$ cat src/rtl/seq_divider.sv
// Sequential restoring divider: one quotient bit per clock with a start/busy/done handshake.
// Define SEQ_DIV_SIGNED_EN for two's-complement truncating division; unsigned otherwise.
module seq_divider #(
  parameter int N = 4
) (
  input  logic         clk,
  input  logic         reset,
  input  logic         start,
  input  logic [N-1:0] a,
  input  logic [N-1:0] b,
  output logic         busy,
  output logic         done,
  output logic [N-1:0] q,
  output logic [N-1:0] r,
  output logic         dbz
);

  typedef enum logic [1:0] {IDLE, RUN, DONE} state_t;

  localparam int CW = $clog2(N + 1);

  state_t        state;
  state_t        state_next;
  logic [CW-1:0] cnt;
  logic [N-1:0]  dvd;
  logic [N-1:0]  div;
  logic [N-1:0]  rem;
  logic [N:0]    rem_shift;
  logic [N:0]    rem_diff;
  logic [N:0]    rem_next;
  logic [N-1:0]  dvd_next;
  logic          ge;
  logic          accept;
  logic          last;
  logic          rem_unused;
  logic [N-1:0]  a_mag;
  logic [N-1:0]  b_mag;
  logic [N-1:0]  q_fix;
  logic [N-1:0]  r_fix;

  assign accept = start && ((state == IDLE) || (state == DONE));
  assign last   = (cnt == CW'(1));

  // The shifted partial remainder carries one extra bit so compare/subtract never overflow.
  always_comb begin
    rem_shift = {rem, dvd[N-1]};
    rem_diff  = rem_shift - {1'b0, div};
    ge        = (rem_shift >= {1'b0, div});
    rem_next  = ge ? rem_diff : rem_shift;
    dvd_next  = {dvd[N-2:0], ge};
  end

  assign rem_unused = rem_next[N];

`ifdef SEQ_DIV_SIGNED_EN
  logic neg_q;
  logic neg_r;

  assign a_mag = a[N-1] ? -a : a;
  assign b_mag = b[N-1] ? -b : b;
  assign q_fix = neg_q ? -dvd_next : dvd_next;
  assign r_fix = neg_r ? -rem_next[N-1:0] : rem_next[N-1:0];

  // Result signs are fixed at acceptance and applied on the final RUN edge.
  always_ff @(posedge clk) begin
    if (reset) begin
      neg_q <= 1'b0;
      neg_r <= 1'b0;
    end else if (accept && (b != '0)) begin
      neg_q <= a[N-1] ^ b[N-1];
      neg_r <= a[N-1];
    end
  end
`else
  assign a_mag = a;
  assign b_mag = b;
  assign q_fix = dvd_next;
  assign r_fix = rem_next[N-1:0];
`endif

  always_ff @(posedge clk) begin
    if (reset) begin
      state <= IDLE;
    end else begin
      state <= state_next;
    end
  end

  always_comb begin
    state_next = state;
    busy       = 1'b0;
    done       = 1'b0;
    case (state)
      IDLE: begin
        if (start) begin
          state_next = (b != '0) ? RUN : DONE;
        end
      end
      RUN: begin
        busy = 1'b1;
        if (last) begin
          state_next = DONE;
        end
      end
      DONE: begin
        done = 1'b1;
        if (start) begin
          state_next = (b != '0) ? RUN : DONE;
        end else begin
          state_next = IDLE;
        end
      end
      default: state_next = IDLE;
    endcase
  end

  // A zero divisor skips the iteration and publishes the saturated result straight away.
  always_ff @(posedge clk) begin
    if (reset) begin
      dvd <= '0;
      div <= '0;
      rem <= '0;
      cnt <= '0;
      q   <= '0;
      r   <= '0;
      dbz <= 1'b0;
    end else if (accept) begin
      if (b != '0) begin
        dvd <= a_mag;
        div <= b_mag;
        rem <= '0;
        cnt <= CW'(N);
      end else begin
        q   <= '1;
        r   <= a;
        dbz <= 1'b1;
      end
    end else if (state == RUN) begin
      dvd <= dvd_next;
      rem <= rem_next[N-1:0];
      cnt <= cnt - CW'(1);
      if (last) begin
        q   <= q_fix;
        r   <= r_fix;
        dbz <= 1'b0;
      end
    end
  end

endmodule

$ cat config.mk
export PLATFORM = sky130hd
export DESIGN_NAME = seq_divider
export DESIGN_NICKNAME = d
export VERILOG_FILES = /design/src/rtl/seq_divider.sv
export SDC_FILE = /design/constraint.sdc
export NUM_CORES = 1
export LEC_CHECK = 0
export ABC_AREA = 1
export CAP_MARGIN = 30
export CORE_UTILIZATION = 65
export CTS_BUF_LIST = sky130_fd_sc_hd__clkbuf_16
export DETAILED_ROUTE_END_ITERATION = 12
export DONT_BUFFER_PORTS = 1
export MAX_ROUTING_LAYER = met4
export PLACE_DENSITY = 0.8
export SLEW_MARGIN = 20
export SYNTH_ARGS = -nofsm -noshare
export SYNTH_HDL_FRONTEND = slang
export SYNTH_SLANG_ARGS = --single-unit
$ cat constraint.sdc
create_clock -name clk -period 2.2 [get_ports clk]
set_input_delay 0.44 -clock clk [delete_from_list [all_inputs] [get_ports clk]]
set_output_delay 0.44 -clock clk [all_outputs]
set_load 0.02 [all_outputs]
==> results.cfg <==
[status]
status = completed

[clock_network]
cts_setup_buffers = 0
insertion_delay_ns = 0.26
path_clk_slew_ns = 0.06
cts_buffers = 3
ctsHoldBuffers = 0
clock-sinks = 26
root_buffer = clkbuf_16
h-tree-depth = 1
cts_resized = 0
cts_buffer_depth = 2
cts_tree = done

[synthesis]
ys_warn_count = 0
synth-edff-count = 0
yosysSeqAreaShare_pct = 37.4
synth_top_area_cell = dfxtp_1
async_flop_share_pct = 0
ys_seq_elements = 26
synthTopCellsByCount = inv_1, nand2_1, dfxtp_1, nor2_1, nand3_1
synthFlopType = dfxtp_1
synth.distinct_cells = 30
yosysTopAreaCellShare_pct = 37.4
synthesis.nets = 203
synth.area.top_cells = dfxtp_1, inv_1, nand2_1, nand2_4, nor2_1
syn_area_mm2 = 0.00139
synth.avg_cell_area_um2 = 7.53
synth_cells = 185

[worst_setup_path]
start_kind = flop
end_kind = flop
cp_cell_sequence = inv_1 > ha_1 > a21oi_2 > nand2_1 > nand2_2 > nand2_4 > nand3_1 > nand3_1 > nand2_1 > inv_1
crit_type = reg2reg
critPathSlowestCell = ha_1
cp.arrival_ns = 1.87
worstPathRequired_ns = 2.36
path_max_fanout = 6
max_stage_delay_ns = 0.37

[timing]
fin_hold_ws_ns = 0.243
slew_violations = 0
max_freq_mhz = 587
rsz0062_at_grt = false
fin_setup_tns_ns = 0
setup_viol = 0
finalCriticalPeriod_ns = 1.70
worst_pin_slew_ns = 0.450
fin_worst_skew_ns = 0.00131
max_slew_margin_pct = 69.9
hold_violations = 0
fin_crit_sh_pct = 77.4

[place]
globalplace.congestion = 0.820
dp_hpwl_um = 1980
io_buffers = 0
place_area_mm2 = 0.00137

[die]
die_w_um = 48.3
start_util_pct = 70.3
core_mm2 = 0.00198
dieHeight_um = 48.3
dieArea_mm2 = 0.00233
pin_count = 22
rows = 16

[detailed_routing]
wl_per_cell_um = 13.6
avgViaCountPerCell = 5.62
num_vias = 1174
first_pass_iters = 5
drc_errors = 0
ant_nets = 0
wirelength_um = 2850
dr.first_iter.drc_count = 50

[power_and_ir_drop]
finalPower_mw = 1.34
power_leakage_nw = 0.719
pwr_density_cell_mw_per_mm2 = 928
ir_drop_mv = 0.681

[cells_and_area]
stdcell_area_mm2 = 0.00144
diodes = 0
syn2layout_area_growth_pct = 3.59
fin_nets = 202
drive_above_1_share_pct = 9.34

[min_path]
min_path_type = in2reg

[grt]
grt_first_pass_wirelength_um = 4100
grt_overflow = 0
antenna_found_initial = 0
grt_pass1_vias = 946
gr-usage-all-layers_pct = 27.1
grt_max_degree = 20

[run]
drv_cap = 0
## cells by family after synthesis
logic type      synth area share (%)
compound gates                  13.9
xor+xnor                        1.26
fa+ha+maj                       6.83
buf+inv                         13.2
flops                           37.4
simple gates                    27.4
## metrics by stage
step | worst slack, ns | cells | util [%]
floorplan | 0.768 | 185 | -
global placement | 0.614 | 206 | 69.0
detailed placement | 0.586 | 206 | 69.0
CTS | 0.523 | 209 | 72.8
global route | 0.371 | 209 | 72.8
finish | 0.497 | 209 | 72.8
## critical path: cells and delay by family (launching register included)
| kind | cells | cell delay, ns |
|---|---|---|
| simple gates | 6 | 0.63 |
| flops | 1 | 0.31 |
| buf+inv | 2 | 0.08 |
| compound gates | 1 | 0.22 |
| fa+ha+maj | 1 | 0.37 |
## cells in the final DEF, fill, tap and decap left out, drive strengths merged
cell | netlist | routed
fa | 1 | 1
ha | 6 | 6
a21oi | 13 | 13
o211a | 1 | 1
o21ai | 14 | 14
clkbuf | 2 | 3
xor2 | 1 | 1
o22ai | 3 | 3
xnor2 | 1 | 1
nand2 | 35 | 35
nand3 | 15 | 15
nor3 | 1 | 1
clkinv | 1 | 1
a31oi | 3 | 3
a22oi | 1 | 1
dfxtp | 26 | 26
nand4 | 4 | 4
inv | 31 | 31
nor2 | 22 | 22
## layer usage
layer / vias to the layer above / routed length, um / global-route usage [%]
met3: 5 / 237 / 5.93
met2: 50 / 1330 / 43.2
li1: 594 / - / -
met1: 525 / 1240 / 33.3
met4: 0 / 42 / 10.0
met5: - / 0 / -
## report_power, final
part	switching (mW)	leakage, nW	total (mW)	internal, mW
Clock	0.157	0.0370	0.398	0.241
Combinational	0.228	0.466	0.350	0.121
Sequential	0.0631	0.215	0.591	0.528
## path summary, 6_finish.rpt
| check | slack [ns] | depth (start not counted) | from | end |
|---|---|---|---|---|
| worst min-delay path | 0.24 | 1 | reset | cnt[2]$_SDFFE_PP0P_ |
| worst min register to register | 0.46 | 2 | div[3]$_SDFFE_PP0P_ | div[3]$_SDFFE_PP0P_ |
| worst max-delay path | 0.50 | 10 | div[2]$_SDFFE_PP0P_ | r[0]$_SDFFE_PP0P_ |
| worst max register to register | 0.50 | 10 | div[2]$_SDFFE_PP0P_ | r[0]$_SDFFE_PP0P_ |
## flip-flops by register name, indices dropped and copies added (netlist names)
| register | flops |
|---|---|
| dbz | 1 |
| rem | 4 |
| r | 4 |
| state | 2 |
| q | 4 |
| div | 4 |
| dvd | 4 |
| cnt | 3 |
## area by class of cell
type,count,area [um2]
tap,27,33.8
multi-input combinational,121,688
inverter,32,125
sequential,26,520
clock buffer,3,75.1
fill,166,539
Note: power is estimated with default switching activity, not from simulation.
